**config.mk**
```make
export PLATFORM = sky130hd
export DESIGN_NAME = pi_loop_sequencer
export DESIGN_NICKNAME = d
export VERILOG_FILES = /design/src/rtl/pi_loop_sequencer.sv
export SDC_FILE = /design/constraint.sdc
export NUM_CORES = 1
export LEC_CHECK = 0
export ABC_AREA = 1
export CORE_AREA = 2 2 156 158
export DETAILED_ROUTE_END_ITERATION = 12
export DIE_AREA = 0 0 158 160
export HOLD_SLACK_MARGIN = 0.08
export PLACE_DENSITY_LB_ADDON = 0.3
export SLEW_MARGIN = 20
export SYNTH_ARGS = -nofsm -noshare
export SYNTH_HDL_FRONTEND = slang
export SYNTH_SLANG_ARGS = --single-unit
```
**constraint.sdc**
```tcl
create_clock -name clk -period 4.85 [get_ports clk]
set_clock_uncertainty 0.1 [all_clocks]
set_input_delay 1.455 -clock clk [delete_from_list [all_inputs] [get_ports clk]]
set_output_delay 1.455 -clock clk [all_outputs]
set_load 0.01 [all_outputs]
```
**src/rtl/pi_loop_sequencer.sv**
```systemverilog
// Iteration sequencer for the PI control loop: takes one ADC sample per
// iteration, holds pipeline operands, stores the clamped integral and publishes.
module pi_loop_sequencer #(
  parameter int INPUT_WIDTH      = 18,
  parameter int OUTPUT_WIDTH     = 32,
  parameter int INTEGRAL_LATENCY = 2,
  parameter int PIPELINE_LATENCY = 6,
  parameter logic signed [OUTPUT_WIDTH-1:0] INTEGRAL_LIMIT = 32'sh3FFFFFFF
) (
  input  logic                           clk,
  input  logic                           rst,
  input  logic                           enable,
  input  logic                           clear_integral,
  input  logic                           sample_valid,
  output logic                           sample_ready,
  input  logic signed [INPUT_WIDTH-1:0]  sample,
  input  logic signed [INPUT_WIDTH-1:0]  setpoint_in,
  input  logic signed [OUTPUT_WIDTH-1:0] kp_in,
  input  logic signed [OUTPUT_WIDTH-1:0] ki_in,
  output logic signed [INPUT_WIDTH-1:0]  pipe_actual,
  output logic signed [INPUT_WIDTH-1:0]  pipe_setpoint,
  output logic signed [OUTPUT_WIDTH-1:0] pipe_kp,
  output logic signed [OUTPUT_WIDTH-1:0] pipe_ki,
  output logic signed [OUTPUT_WIDTH-1:0] pipe_integral_input,
  input  logic signed [OUTPUT_WIDTH-1:0] pipe_integral_result,
  input  logic signed [OUTPUT_WIDTH-1:0] pipe_pi_result,
  output logic                           out_valid,
  output logic signed [OUTPUT_WIDTH-1:0] out_value,
  output logic                           busy,
  output logic [31:0]                    iteration_count,
  output logic [1:0]                     dbg_state_o,
  output logic signed [OUTPUT_WIDTH-1:0] dbg_integral_o
);

  localparam int CW = $clog2(PIPELINE_LATENCY + 1);
  localparam logic [CW-1:0] CNT_INT = CW'(INTEGRAL_LATENCY);
  localparam logic [CW-1:0] CNT_PUB = CW'(PIPELINE_LATENCY);
  localparam logic signed [OUTPUT_WIDTH-1:0] LIM_POS = INTEGRAL_LIMIT;
  localparam logic signed [OUTPUT_WIDTH-1:0] LIM_NEG = -INTEGRAL_LIMIT;

  typedef enum logic [1:0] {
    IDLE        = 2'd0,
    WAIT_SAMPLE = 2'd1,
    WAIT_PIPE   = 2'd2
  } state_t;

  state_t                    state_q, state_d;
  logic [CW-1:0]             cnt_q, cnt_d;
  logic signed [OUTPUT_WIDTH-1:0] integ_q, integ_d;
  logic                      clr_pend_q, clr_pend_d;
  logic signed [INPUT_WIDTH-1:0]  actual_q, actual_d, setpt_q, setpt_d;
  logic signed [OUTPUT_WIDTH-1:0] kp_q, kp_d, ki_q, ki_d, integ_in_q, integ_in_d;
  logic                      out_valid_q, out_valid_d;
  logic signed [OUTPUT_WIDTH-1:0] out_value_q, out_value_d;
  logic [31:0]               iter_q, iter_d;
  logic signed [OUTPUT_WIDTH-1:0] integ_clamped;

  // Handshake: a sample transfers on any rising edge where sample_valid and
  // sample_ready are both high; sample_ready is high only in WAIT_SAMPLE.
  assign sample_ready        = (state_q == WAIT_SAMPLE);
  assign busy                = (state_q == WAIT_PIPE);
  assign pipe_actual         = actual_q;
  assign pipe_setpoint       = setpt_q;
  assign pipe_kp             = kp_q;
  assign pipe_ki             = ki_q;
  assign pipe_integral_input = integ_in_q;
  assign out_valid           = out_valid_q;
  assign out_value           = out_value_q;
  assign iteration_count     = iter_q;
  assign dbg_state_o         = state_q;
  assign dbg_integral_o      = integ_q;

  always_comb begin
    if (pipe_integral_result > LIM_POS)      integ_clamped = LIM_POS;
    else if (pipe_integral_result < LIM_NEG) integ_clamped = LIM_NEG;
    else                                     integ_clamped = pipe_integral_result;
  end

  always_comb begin
    state_d     = state_q;
    cnt_d       = cnt_q;
    integ_d     = integ_q;
    clr_pend_d  = clr_pend_q;
    actual_d    = actual_q;
    setpt_d     = setpt_q;
    kp_d        = kp_q;
    ki_d        = ki_q;
    integ_in_d  = integ_in_q;
    out_valid_d = 1'b0;
    out_value_d = out_value_q;
    iter_d      = iter_q;
    case (state_q)
      IDLE: begin
        if (clear_integral) integ_d = '0;
        if (enable) state_d = WAIT_SAMPLE;
      end
      WAIT_SAMPLE: begin
        if (clear_integral) integ_d = '0;
        if (sample_valid) begin
          actual_d   = sample;
          setpt_d    = setpoint_in;
          kp_d       = kp_in;
          ki_d       = ki_in;
          // A clear arriving with the sample starts this iteration from zero.
          integ_in_d = clear_integral ? '0 : integ_q;
          cnt_d      = '0;
          state_d    = WAIT_PIPE;
        end else if (!enable) begin
          state_d = IDLE;
        end
      end
      WAIT_PIPE: begin
        cnt_d = cnt_q + CW'(1);
        if (clear_integral) clr_pend_d = 1'b1;
        if (cnt_q == CNT_INT) integ_d = integ_clamped;
        if (cnt_q == CNT_PUB) begin
          out_value_d = pipe_pi_result;
          out_valid_d = 1'b1;
          iter_d      = iter_q + 32'd1;
          // Pending clear wins over the captured integral; published value is untouched.
          if (clr_pend_q || clear_integral) integ_d = '0;
          clr_pend_d  = 1'b0;
          cnt_d       = '0;
          state_d     = enable ? WAIT_SAMPLE : IDLE;
        end
      end
      default: state_d = IDLE;
    endcase
  end

  always_ff @(posedge clk) begin
    if (rst) begin
      state_q     <= IDLE;
      cnt_q       <= '0;
      integ_q     <= '0;
      clr_pend_q  <= 1'b0;
      actual_q    <= '0;
      setpt_q     <= '0;
      kp_q        <= '0;
      ki_q        <= '0;
      integ_in_q  <= '0;
      out_valid_q <= 1'b0;
      out_value_q <= '0;
      iter_q      <= '0;
    end else begin
      state_q     <= state_d;
      cnt_q       <= cnt_d;
      integ_q     <= integ_d;
      clr_pend_q  <= clr_pend_d;
      actual_q    <= actual_d;
      setpt_q     <= setpt_d;
      kp_q        <= kp_d;
      ki_q        <= ki_d;
      integ_in_q  <= integ_in_d;
      out_valid_q <= out_valid_d;
      out_value_q <= out_value_d;
      iter_q      <= iter_d;
    end
  end

endmodule
```
### After elaboration in Yosys (flattened, before gate mapping)

Index checks and enable logic that the tools add are counted.

* register bits after elaboration: 235
* input port bits: 169
* output and inout bits: 233
* word-level logic and storage cells: 56

* add/sub/neg operators: 2
* order comparisons: 2
* eq/ne operators: 8
* muxes and demuxes: 19
* bitwise operators: 1
* reductions and logical operators: 12

Operators by type and width (number)
* $mux W32: 6
* $pmux W32 S2: 1
* $add A32 B1 Y32 const B: 1
* $gt A32 B31 Y1 const B: 1
* $lt A32 B31 Y1 const B: 1
* $mux W2: 4
* $reduce_and A2 Y1: 4
* $mux W3: 2
* $pmux W2 S3: 1
* $pmux W3 S2: 1
* $reduce_bool A2 Y1: 3
* $mux W1: 4
* $ne A2 B2 Y1 const B: 2
* $reduce_or A2 Y1: 2
* $add A3 B1 Y3 const B: 1
* $eq A3 B2 Y1 const B: 1
* $eq A3 B3 Y1 const B: 1
* $ne A3 B3 Y1 const B: 1
* $reduce_and A3 Y1: 1
* $eq A2 B1 Y1 const B: 1
* $eq A2 B2 Y1 const B: 1
* $logic_not A2 Y1: 1
* $ne A2 B1 Y1 const B: 1
* $logic_or A1 B1 Y1: 1
* $not A1 Y1: 1

### Longest topological paths before layout

* depth after elaboration: 7
* gate-level depth with buffers: 12
* depth with buffers taken out: 11

### Least setup slack after synthesis

No wires, ideal clock.

* path kind: input to register
* from: input port pipe_integral_result[2]
* to: register integ_q[0] (netlist: dbg_integral_o[0])
* library setup time: 128 ps
* arrival time: 2825 ps
* required time: 4622 ps
* slack: 1798 ps
* stages: 9
* buffers on the path: 1
* cell sequence: nor4_1 nand4_1 o21bai_1 ha_1 clkbuf_1 o31ai_1 nand2_1 a21oi_1 nor2_1

* cells in the longest elaborated chain, start to end: 7
* elaborated cells between the ends (all ways): 8
* those cells by class: order compare: 2; mux: 6

RTL lines
* start, declared: line 25 `input logic signed [OUTPUT_WIDTH-1:0] pipe_integral_result,`
* $lt A32 B31 Y1: line 75 `else if (pipe_integral_result < LIM_NEG) integ_clamped = LIM_NEG;`
* $mux W32: line 75
* $mux W32 *: line 74 `if (pipe_integral_result > LIM_POS) integ_clamped = LIM_POS;`
* $mux W32 *: line 115 `if (cnt_q == CNT_INT) integ_d = integ_clamped;`
* $mux W32: line 121 `if (clr_pend_q || clear_integral) integ_d = '0;`
* $mux W32 *: line 116 `if (cnt_q == CNT_PUB) begin`
* $pmux W32 S2 *: line 92 `case (state_q)`
* end signal, assigned: line 148 `integ_q <= integ_d;`
* end, declared: line 49 `logic signed [OUTPUT_WIDTH-1:0] integ_q, integ_d;`

Mark *: on every way between the ends. The rest lies on a longest branch, timed or not.
A chain may end at the register's enable or synchronous reset.

### Worst setup path after layout

* from: input port pipe_integral_result[29]
* to: register integ_q[26] (netlist: dbg_integral_o[26])

The elaborated chain is that of the path after synthesis.

==> metrics.cfg <==
[clock_network]
postCtsSetupBuffers=0
clk_pin_slew_worst_paths_ns=0.06
hold_buffers=0
htreeDepth=1
ctsResizeCount=0
cts_sinks=235
numCtsBuffers=25
cts-root-buf=clkbuf_16
cts_buffer_depth=3
clk_latency_ns=0.52
cts_tree=built

[yosys]
netlist_area_um2=9736
netlist_top_cells_area=dfxtp_1 (48%), nand2_1 (12%), a21oi_1 (9.0%)
seq_area_frac_synth_pct=48.32
yosys.area.top_type=dfxtp_1
synth_top_flop_cell=dfxtp_1
synth_nets=1495
syn_area_per_cell_um2=7.353
synth_top_cell_area_share_pct=48.32
syn_inst=1324
ys_ff_latch=235
async_reset_ff_share_pct=0
yosys_warnings=0
synthDistinctLibCells=33
synth-edff-count=0

[cells_and_area]
drive_gt1_share_pct=4.085
fin_area_um2=14700
area_growth_pct=51.02
final_nets=1841
final_util_pct=61.72

[worst_setup_path]
path_max_fanout=31
worstPathCellList=clkdlybuf4s50_1 -> nor4_1 -> nand3_1 -> o21bai_1 -> ha_1 -> o21ai_0 -> nand2_1 -> o21ai_0 -> nand2_1 -> a21oi_1
critical_path_class=in -> reg
cp_slowest_cell=ha_1
start_kind=input port
cp.required_ns=5.10
arrival_ns=4.12
critPathCaptureType=flop
slowest_delay_ns=0.80

[route]
viasPerCell=5.158
drcViolationCount=0
drtAntennaViolNets=0
wl_per_cell_um=17.11
num_vias=10389
first_iter_violations=700
drt-total-wl_mm=34.45
dr.pass1.iters=5

[power_and_ir_drop]
p_leak_nw=5.281
power_density_nw_per_um2=295.1
peakVddDrop_mv=0.2219

[sta]
min_period_ns=3.867
hold_viol_final=0
relSlewSlack_pct=32.32
finalSetupViolations=0
tightest_slew_ns=1.015
tns_ns=0
max_freq_mhz=258.6
rsz0062_at_grt=false
slew_viol_final=0
fin_crit_sh_pct=79.73

[grt]
grt_antenna_before_repair=1
grt_pass1_wl_mm=52.79
grt_max_degree=113
grt_pass1_vias=9722
gr-total-overflow=0
grt_usage_pct=25.80

[run_status]
status=finished, final reports clean

[job]
cap_violations=0

[floorplan]
fp.dieH_um=160
core_area_um2=23820
start_util_pct=40.87
rows=57
design.die.area_um2=25280
boundaryPins=402
die_w_um=158

[placement]
gp_congestion=0.8809
hpwlAfterDp_mm=23.76
dpl-instance-area_um2=13860
port_buffers=401

[hold_path]
hp-class=reg -> reg

## power by group
part | switching, mW | internal [mW] | total (mW)
Clock | 0.779 | 1.16 | 1.94
Combinational | 0.214 | 0.206 | 0.420
Sequential | 0.0166 | 1.96 | 1.98
## cells in the mapped netlist (3+ instances only)
master      n
dfxtp_1   235
inv_2       3
nor2_1     69
nor3_1      9
clkbuf_1   57
nor2_2      5
buf_1       6
a21oi_1   175
o21bai_1    4
o21ai_0    30
a31oi_1     3
inv_1     103
xor2_1      4
nand3_1   158
nand2_1   319
nand4_1    42
nor2_4      3
buf_2      29
o211ai_1   46
nor4_1      7
## cells by family after synthesis
| group | count (synthesis) | share of synthesized area, % |
|---|---|---|
| adders and majority gates | 2 | 0.2570 |
| xor gates and xnor gates | 4 | 0.3598 |
| AOI/OAI and AO/OA | 265 | 15.10 |
| and+or+nand+nor | 616 | 27.72 |
| buffers and inverters | 202 | 8.238 |
| DFF | 235 | 48.32 |
## metal layers
| layer | routed length [um] | vias to the layer above | share of wire, % | track usage (%) |
|---|---|---|---|---|
| met5 | 0 | - | 0 | 0 |
| met4 | 834 | 0 | 2.4 | 7.207 |
| met3 | 3374 | 53 | 9.8 | 7.761 |
| met2 | 16240 | 454 | 47 | 43.30 |
| met1 | 14010 | 4772 | 41 | 32.00 |
| li1 | - | 5110 | - | - |
## worst max-delay path: cells and delay by family
family                   cells  cell delay [ns]
AND/OR/NAND/NOR              4             0.88
buffers and inverters        1             0.43
adder cells (fa/ha/maj)      1             0.80
AO/OA/AOI/OAI                4             0.54
## final timing paths
kind | from | endpoint | slack [ns] | depth (start not counted)
setup / recovery | pipe_integral_result[29] | dbg_integral_o[26]$_SDFFE_PP0P_ | 0.98 | 10
hold / removal | pipe_setpoint[6]$_SDFFE_PP0P_ | pipe_setpoint[6]$_SDFFE_PP0P_ | 0.36 | 2
setup reg to reg | dbg_state_o[1]$_SDFFE_PP0P_ | pipe_actual[8]$_SDFFE_PP0P_ | 2.35 | 6
hold reg to reg | pipe_setpoint[6]$_SDFFE_PP0P_ | pipe_setpoint[6]$_SDFFE_PP0P_ | 0.36 | 2
## cells in the final DEF, fill, tap and decap left out, types with 2 or more instances in the layout
master / count
buf_4: 13
a21oi_1: 174
xor2_1: 4
o21ai_0: 30
nor4_1: 7
nand2_4: 2
clkinv_1: 2
nor2_2: 4
nand3_1: 158
clkbuf_8: 7
a31oi_1: 3
a211oi_1: 2
clkinv_2: 4
o211ai_1: 46
nor3_1: 9
clkdlybuf4s50_1: 399
dfxtp_1: 235
nand2_1: 318
inv_2: 3
nor2_4: 4
o21bai_1: 4
ha_1: 2
inv_1: 103
clkbuf_16: 25
clkbuf_1: 7
bufinv_16: 2
nor2_1: 69
nand4_1: 42
## registers in the layout, indices dropped and copies added (netlist names)
signal,cells
clr_pend_q,1
dbg_integral_o,32
pipe_ki,32
pipe_actual,18
cnt_q,3
out_valid,1
iteration_count,32
pipe_kp,32
out_value,32
pipe_setpoint,18
dbg_state_o,2
pipe_integral_input,32
## stage by stage
stage          hold slack, ns  setup WS [ns]  std cells  power [mW]
4_1_cts                0.3606          1.050       2013       4.381
2_1_floorplan          0.3279          1.798       1324       2.183
5_1_grt                0.3728         0.7331       2013       4.485
3_3_place_gp           0.3456         0.4970       1967       2.436
3_5_place_dp           0.3514         0.5067       1967       2.437
6_report               0.3593         0.9830       2014       4.339
## area by class of cell
class	count	area [um2]
fill	2129	9117
inverter	108	405.4
tap	324	405.4
timing repair buffer	413	4103
clock inverter	7	88.84
clock buffer	39	748.2
sequential	235	4705
multi-input combinational	887	4245
antenna	1	2.502
(Power assumes the default switching activity.)
